## src/rtl/pipeline_step_scheduler.sv

```systemverilog
// Debug-path sequencer for the MIPS pipeline global step enable and pipeline reset.
// Optional breakpoint compare enabled by defining PIPELINE_STEP_SCHEDULER_BKPT_EN.
module pipeline_step_scheduler #(
  parameter int NBITS      = 32,
  parameter int STEP_CNT_W = 16,
  parameter int RST_CYCLES = 4
) (
  input  logic                  i_clk,
  input  logic                  i_rst,
  input  logic                  i_cmd_valid,
  input  logic [1:0]            i_cmd,
  input  logic [STEP_CNT_W-1:0] i_cmd_count,
  output logic                  o_cmd_ready,
  input  logic                  i_abort,
  input  logic                  i_mips_halt,
  input  logic [NBITS-1:0]      i_pc,
`ifdef PIPELINE_STEP_SCHEDULER_BKPT_EN
  input  logic                  i_bkpt_en,
  input  logic [NBITS-1:0]      i_bkpt_addr,
`endif
  output logic                  o_mips_step,
  output logic                  o_mips_rst,
  output logic                  o_busy,
  output logic                  o_done,
  output logic [1:0]            o_done_cause,
  output logic [STEP_CNT_W-1:0] o_steps_taken,
  output logic [1:0]            o_state
);

  typedef enum logic [1:0] {
    ST_IDLE     = 2'd0,
    ST_RST_HOLD = 2'd1,
    ST_RUN      = 2'd2,
    ST_DONE     = 2'd3
  } state_t;

  localparam logic [1:0] CMD_RESET = 2'b00;
  localparam logic [1:0] CMD_STEP  = 2'b01;
  localparam logic [1:0] CMD_BURST = 2'b10;
  localparam logic [1:0] CMD_RUN   = 2'b11;

  localparam logic [1:0] CAUSE_COUNT = 2'b00;
  localparam logic [1:0] CAUSE_HALT  = 2'b01;
  localparam logic [1:0] CAUSE_ABORT = 2'b10;
  localparam logic [1:0] CAUSE_BKPT  = 2'b11;

  localparam logic [7:0]            HOLD_INIT = 8'(RST_CYCLES);
  localparam logic [STEP_CNT_W-1:0] CNT_ONE   = STEP_CNT_W'(1);

  state_t                state_q, state_d;
  logic [7:0]            hold_q, hold_d;
  logic [STEP_CNT_W-1:0] limit_q, limit_d;
  logic                  unlim_q, unlim_d;
  logic [STEP_CNT_W-1:0] steps_q, steps_d;
  logic                  step_q, step_d;
  logic                  mrst_q, mrst_d;
  logic                  done_q, done_d;
  logic [1:0]            cause_q, cause_d;
  logic                  por_q, por_d;
  logic                  first_q, first_d;
  logic                  ready_q, ready_d;
  logic                  busy_q, busy_d;
  logic                  bkpt_hit_s;
  logic                  count_hit_s;

`ifdef PIPELINE_STEP_SCHEDULER_BKPT_EN
  // The first step after accept never matches, so a run can resume from the breakpoint PC.
  assign bkpt_hit_s = i_bkpt_en && (i_pc == i_bkpt_addr) && !first_q;
`else
  logic unused_pc_s;
  assign unused_pc_s = ^{i_pc, first_q};
  assign bkpt_hit_s  = 1'b0;
`endif

  assign count_hit_s = !unlim_q &&
                       (({1'b0, steps_q} + {{STEP_CNT_W{1'b0}}, 1'b1}) == {1'b0, limit_q});

  // Next-state and next-output computation for the sequencer.
  always_comb begin
    state_d = state_q;
    hold_d  = hold_q;
    limit_d = limit_q;
    unlim_d = unlim_q;
    steps_d = steps_q;
    step_d  = step_q;
    mrst_d  = mrst_q;
    done_d  = 1'b0;
    cause_d = cause_q;
    por_d   = por_q;
    first_d = first_q;
    case (state_q)
      ST_IDLE: begin
        if (i_cmd_valid) begin
          steps_d = '0;
          unlim_d = (i_cmd == CMD_RUN);
          limit_d = (i_cmd == CMD_BURST) ? i_cmd_count : CNT_ONE;
          if (i_cmd == CMD_RESET) begin
            state_d = ST_RST_HOLD;
            mrst_d  = 1'b1;
            hold_d  = HOLD_INIT;
            por_d   = 1'b0;
          end else if (i_mips_halt) begin
            state_d = ST_DONE;
            done_d  = 1'b1;
            cause_d = CAUSE_HALT;
          end else if ((i_cmd == CMD_BURST) && (i_cmd_count == '0)) begin
            state_d = ST_DONE;
            done_d  = 1'b1;
            cause_d = CAUSE_COUNT;
          end else begin
            state_d = ST_RUN;
            step_d  = 1'b1;
            first_d = 1'b1;
          end
        end else begin
          state_d = ST_IDLE;
        end
      end
      ST_RST_HOLD: begin
        if (hold_q <= 8'd1) begin
          mrst_d  = 1'b0;
          por_d   = 1'b0;
          if (por_q) begin
            state_d = ST_IDLE;
          end else begin
            state_d = ST_DONE;
            done_d  = 1'b1;
            cause_d = CAUSE_COUNT;
          end
        end else begin
          hold_d = hold_q - 8'd1;
        end
      end
      ST_RUN: begin
        steps_d = (&steps_q) ? steps_q : (steps_q + CNT_ONE);
        first_d = 1'b0;
        if (i_abort || i_mips_halt || bkpt_hit_s || count_hit_s) begin
          state_d = ST_DONE;
          step_d  = 1'b0;
          done_d  = 1'b1;
          if (i_abort) begin
            cause_d = CAUSE_ABORT;
          end else if (i_mips_halt) begin
            cause_d = CAUSE_HALT;
          end else if (bkpt_hit_s) begin
            cause_d = CAUSE_BKPT;
          end else begin
            cause_d = CAUSE_COUNT;
          end
        end else begin
          step_d = 1'b1;
        end
      end
      ST_DONE: begin
        state_d = ST_IDLE;
      end
      default: begin
        state_d = ST_IDLE;
        step_d  = 1'b0;
        mrst_d  = 1'b0;
      end
    endcase
    ready_d = (state_d == ST_IDLE);
    busy_d  = (state_d != ST_IDLE);
  end

  // State and output registers; reset starts a power-on pipeline reset hold.
  always_ff @(posedge i_clk or negedge i_rst) begin
    if (!i_rst) begin
      state_q <= ST_RST_HOLD;
      hold_q  <= HOLD_INIT;
      limit_q <= '0;
      unlim_q <= 1'b0;
      steps_q <= '0;
      step_q  <= 1'b0;
      mrst_q  <= 1'b1;
      done_q  <= 1'b0;
      cause_q <= 2'b00;
      por_q   <= 1'b1;
      first_q <= 1'b0;
      ready_q <= 1'b0;
      busy_q  <= 1'b1;
    end else begin
      state_q <= state_d;
      hold_q  <= hold_d;
      limit_q <= limit_d;
      unlim_q <= unlim_d;
      steps_q <= steps_d;
      step_q  <= step_d;
      mrst_q  <= mrst_d;
      done_q  <= done_d;
      cause_q <= cause_d;
      por_q   <= por_d;
      first_q <= first_d;
      ready_q <= ready_d;
      busy_q  <= busy_d;
    end
  end

  assign o_cmd_ready   = ready_q;
  assign o_busy        = busy_q;
  assign o_mips_step   = step_q;
  assign o_mips_rst    = mrst_q;
  assign o_done        = done_q;
  assign o_done_cause  = cause_q;
  assign o_steps_taken = steps_q;
  assign o_state       = state_q;

endmodule

```

## config.mk

```make
export PLATFORM = sky130hd
export DESIGN_NAME = pipeline_step_scheduler
export DESIGN_NICKNAME = d
export VERILOG_FILES = /design/src/rtl/pipeline_step_scheduler.sv
export SDC_FILE = /design/constraint.sdc
export NUM_CORES = 1
export LEC_CHECK = 0
export CAP_MARGIN = 20
export CORE_ASPECT_RATIO = 0.9
export CORE_MARGIN = 2
export CORE_UTILIZATION = 49
export CTS_CLUSTER_DIAMETER = 200
export CTS_CLUSTER_SIZE = 12
export DETAILED_ROUTE_END_ITERATION = 8
export GPL_TIMING_DRIVEN = 0
export PLACE_DENSITY = 0.8
export SYNTH_ARGS = -nofsm -noshare
export SYNTH_HDL_FRONTEND = slang
export SYNTH_SLANG_ARGS = --single-unit
```

## constraint.sdc

```tcl
create_clock -name i_clk -period 2.7 [get_ports i_clk]
set_clock_uncertainty 0.1 [all_clocks]
set_input_delay 0.81 -clock i_clk [delete_from_list [all_inputs] [get_ports i_clk]]
set_output_delay 0.81 -clock i_clk [all_outputs]
set_load 0.05 [all_outputs]
```

==> metrics.md <==
| Metric | Value |
|---|---|
| Share of cells above drive strength 1 | 12.11% |
| Final WL | 7.738 mm |
| Final-report hold violation count | 0 |
| CTS Buffer Depth | 2 |
| DRC | 0 |
| Asr flop ratio synth | 100.0% |
| Clk_lat worst skew | 0.31 ns |
| IO Count | 80 |
| Worst Setup End Kind | flip-flop |
| Die Span X | 87.83 microns |
| EDFF count, synth | 0 |
| Outcome | finished, final reports clean |
| Switch Pwr | 1578 uW |
| HP Class | in2async |
| Cell accounting for the most synthesized area | dfrtp_1 |
| Synth warn | 0 |
| Crit. Startpoint | i_cmd_count[3] |
| Avg Inst Size Synth | approximately 9.3 sq um |
| Slew headroom | 57.43% |
| Final Cell Area | 3874 sq um |
| Hold buffers post-CTS | 0 |
| Seq/Total Area, Yosys | 41.38% |
| Placer Congestion | 0.8520 |
| Netlist cell types | 61 |
| Synthesized area | 3099 sq um |
| Core ar. | 6115 sq um |
| CTS Buf Count | 5 |
| Critical Path Source Type | primary input |
| Tcrit/Tclk final | between 90 and 100% |
| Starting Density | 50.69% |
| Clk network pwr share | 15.3% |
| Mapped Cells | 332 |
| Main flop type after synthesis | dfrtp_1 |
| Seq pwr share | 33.6% |
| Fillcell total | 518 |
| Die area | 6978 sq um |
| Top post-synthesis cells by count | dfrtp_1 (46), nor2_1 (32), o21ai_0 (31) |
| Cell Int Power | about 2000 uW |
| Number of setup buffers added after CTS | 0 |
| Post-Syn Nets | 394 |
| Via density | 5.949 |
| Cell row count | 27 |
| Leakage | 0.001594 uW |
| Sw Ratio | 44.04% |
| Clock Sinks | ~50 |
| IO buf count | 47 |
| Global-route wire length before repair | between 10 and 15 mm |
| Initial antenna violation count | 0 |
| Top-count cell post-synth | dfrtp_1 |
| Drt pass-1 iters | 5 |
| Clk slew on worst S/H paths | 0.10 ns |
| CP max-delay cell | or4_1 |
| H-tree Lvls | 2 |
| Power Total | 3583 uW |
| Vias | 2,826 |
| WP data required | about 2.8 ns |
| Max Clock Freq | 377.2 MHz |
| Die H | 79.45 microns |
| RR Startpoint | o_steps_taken[4]$_DFFE_PN0P_ |
| Hpwl dp | 5.724 mm |
| Starting DRT DRC Count | 191 |
| Largest net degree at the start of global routing | 32 |
| PD cells | 924.8 nW/um^2 |
| WP data arrival | 2.75 ns |
| CTS tree | yes |
| Cell repeated most along the worst path | o21ai_1 |
| Synthesized flop and latch total | 51 |
| DRT antenna net count | 0 |
| Nets@finish | roughly 450 |
| Final setup vio count | 0 |
| Crit-path max FO | 4 |
| Comb pwr share | 51.1% |
| Fin util | a little under two thirds |
| Wire per inst | 16.29 microns |
| Tmin final | 2.651 ns |
| Gr ovfl total | 0 |
| Global Route Usage Sum | 23.36% |
| Least-Margin Pin Slew | 0.6357 ns |
| IR drop worst, VDD | 0.5120 mV |
| Area delta synth->final | 24.99% |
| Final Max Tran Viols | 0 |
| Max capacitance violation total | 0 |
| ANT cells | 0 |
| Placed Area | 3696 sq um |
| Worst-path cell chain | clkdlybuf4s50_1, or4_1, nor2_2, a41o_1, nor2b_1, o21ai_1, mux2i_1, o21ai_1 |
| Vias in the first global route | approximately 2,700 |
| Clk root buf | clkbuf_8 |
| Post-synth top area share | 37.14% |
| Setup Crit Path Kind | in2reg |
| Max stage delay on crit path | 0.55 ns |
| Top cells by area, synth | dfrtp_1 (37%), o21ai_0 (5.0%), xnor2_1 (4.8%) |
==> cell families after synthesis <==
| kind of cell | after synthesis | share of synthesized area [%] |
|---|---|---|
| fa+ha+maj | 7 | 2.826 |
| xor+xnor | 27 | 7.873 |
| compound gates | 95 | 20.91 |
| simple gates | 118 | 20.95 |
| mux | 6 | 1.938 |
| flops | 51 | 41.38 |
| buf+inv | 28 | 4.118 |
==> cell type report <==
class                   instances  area [sq um]  share of cell area, %
plain buffers                  18         90.09                  2.326
repair buffers                 48         485.5                  12.53
flip-flops and latches         51          1285                  33.17
clock buffers                   5         68.82                  1.776
clock inverters                 3         43.79                  1.130
inverters                      10         37.54                 0.9690
well taps                      87         108.9                  2.810
multi-input cells             253          1754                  45.28
==> critical path: cells and delay by family <==
family | cells | cell delay, ns
simple gates | 3 | 0.90
mux | 1 | 0.16
buf+inv | 1 | 0.43
compound gates | 3 | 0.45
==> registers in the layout (all words and copies together), names as in the netlist <==
signal,count
unlim_q,1
por_q,1
hold_q,8
o_done,1
o_busy,1
o_mips_step,1
o_state,2
o_mips_rst,1
o_cmd_ready,1
o_done_cause,2
limit_q,16
o_steps_taken,16
==> power groups by stage <==
| stage | clock network [uW] | logic (uW) | registers (uW) |
|---|---|---|---|
| CTS | 559 | 1790 | 1200 |
| floorplan | 0 | 1070 | 1400 |
| global route | 588 | 2010 | 1240 |
| global placement | 0 | 1720 | 1200 |
| detailed placement | 0 | 1770 | 1210 |
| finish | 549 | 1830 | 1200 |
==> what timing repair did <==
action	in CTS	in global routing
resized for setup	2	12
pin swaps	0	1
setup endpoints to repair	5	15
==> per-layer routing <==
metal	global-route usage, %	routed length, microns	vias to the layer above
li1	-	-	1335
met1	34.35	3647	1379
met2	35.45	3524	96
met3	4.137	429	16
met4	6.308	137	0
met5	0	0	-
==> path summary, 6_finish.rpt <==
path                                           endpoint  slack [ns]  depth (start not counted)
max in group asynchronous             por_q$_DFFE_PN1P_        1.53                          2
min in group i_clk                  unlim_q$_DFFE_PN0P_        0.40                          2
min                        o_steps_taken[7]$_DFFE_PN0P_        0.35                          1
min reg2reg                         unlim_q$_DFFE_PN0P_        0.40                          2
max reg2reg                            o_done$_DFF_PN0_        0.12                          8
max                         o_done_cause[0]$_DFFE_PN0P_        0.05                          8
==> cells in the final DEF, fill, tap and decap left out, drive strengths merged, types with 3 or more instances in the layout <==
master and n:
clkdlybuf4s50 46, dfrtp 46, o21ai 35, nor2 32, nand2 28, xnor2 18
a22o 16, clkbuf 13, buf 12, nor3 10, inv 9, xor2 9
a21oi 9, o31ai 8, nand3 7, ha 7, nor4 7, mux2i 6
nand4 6, or3 5, and3 5, a31oi 5, dfstp 5, and2 3
or4 3, clkinv 3
==> metrics by stage <==
stage               setup TNS (ns)  worst slack [ns]  hold WS (ns)  std cells
global route             -0.007850         -0.007611        0.3908        475
floorplan                        0            0.1189        0.3505        332
CTS                              0           0.01355        0.3740        475
finish                           0           0.04918        0.3534        475
detailed placement          -2.458           -0.4610        0.3821        467
global placement            -38.08           -0.9352        0.3760        466
(Power assumes the default switching activity.)
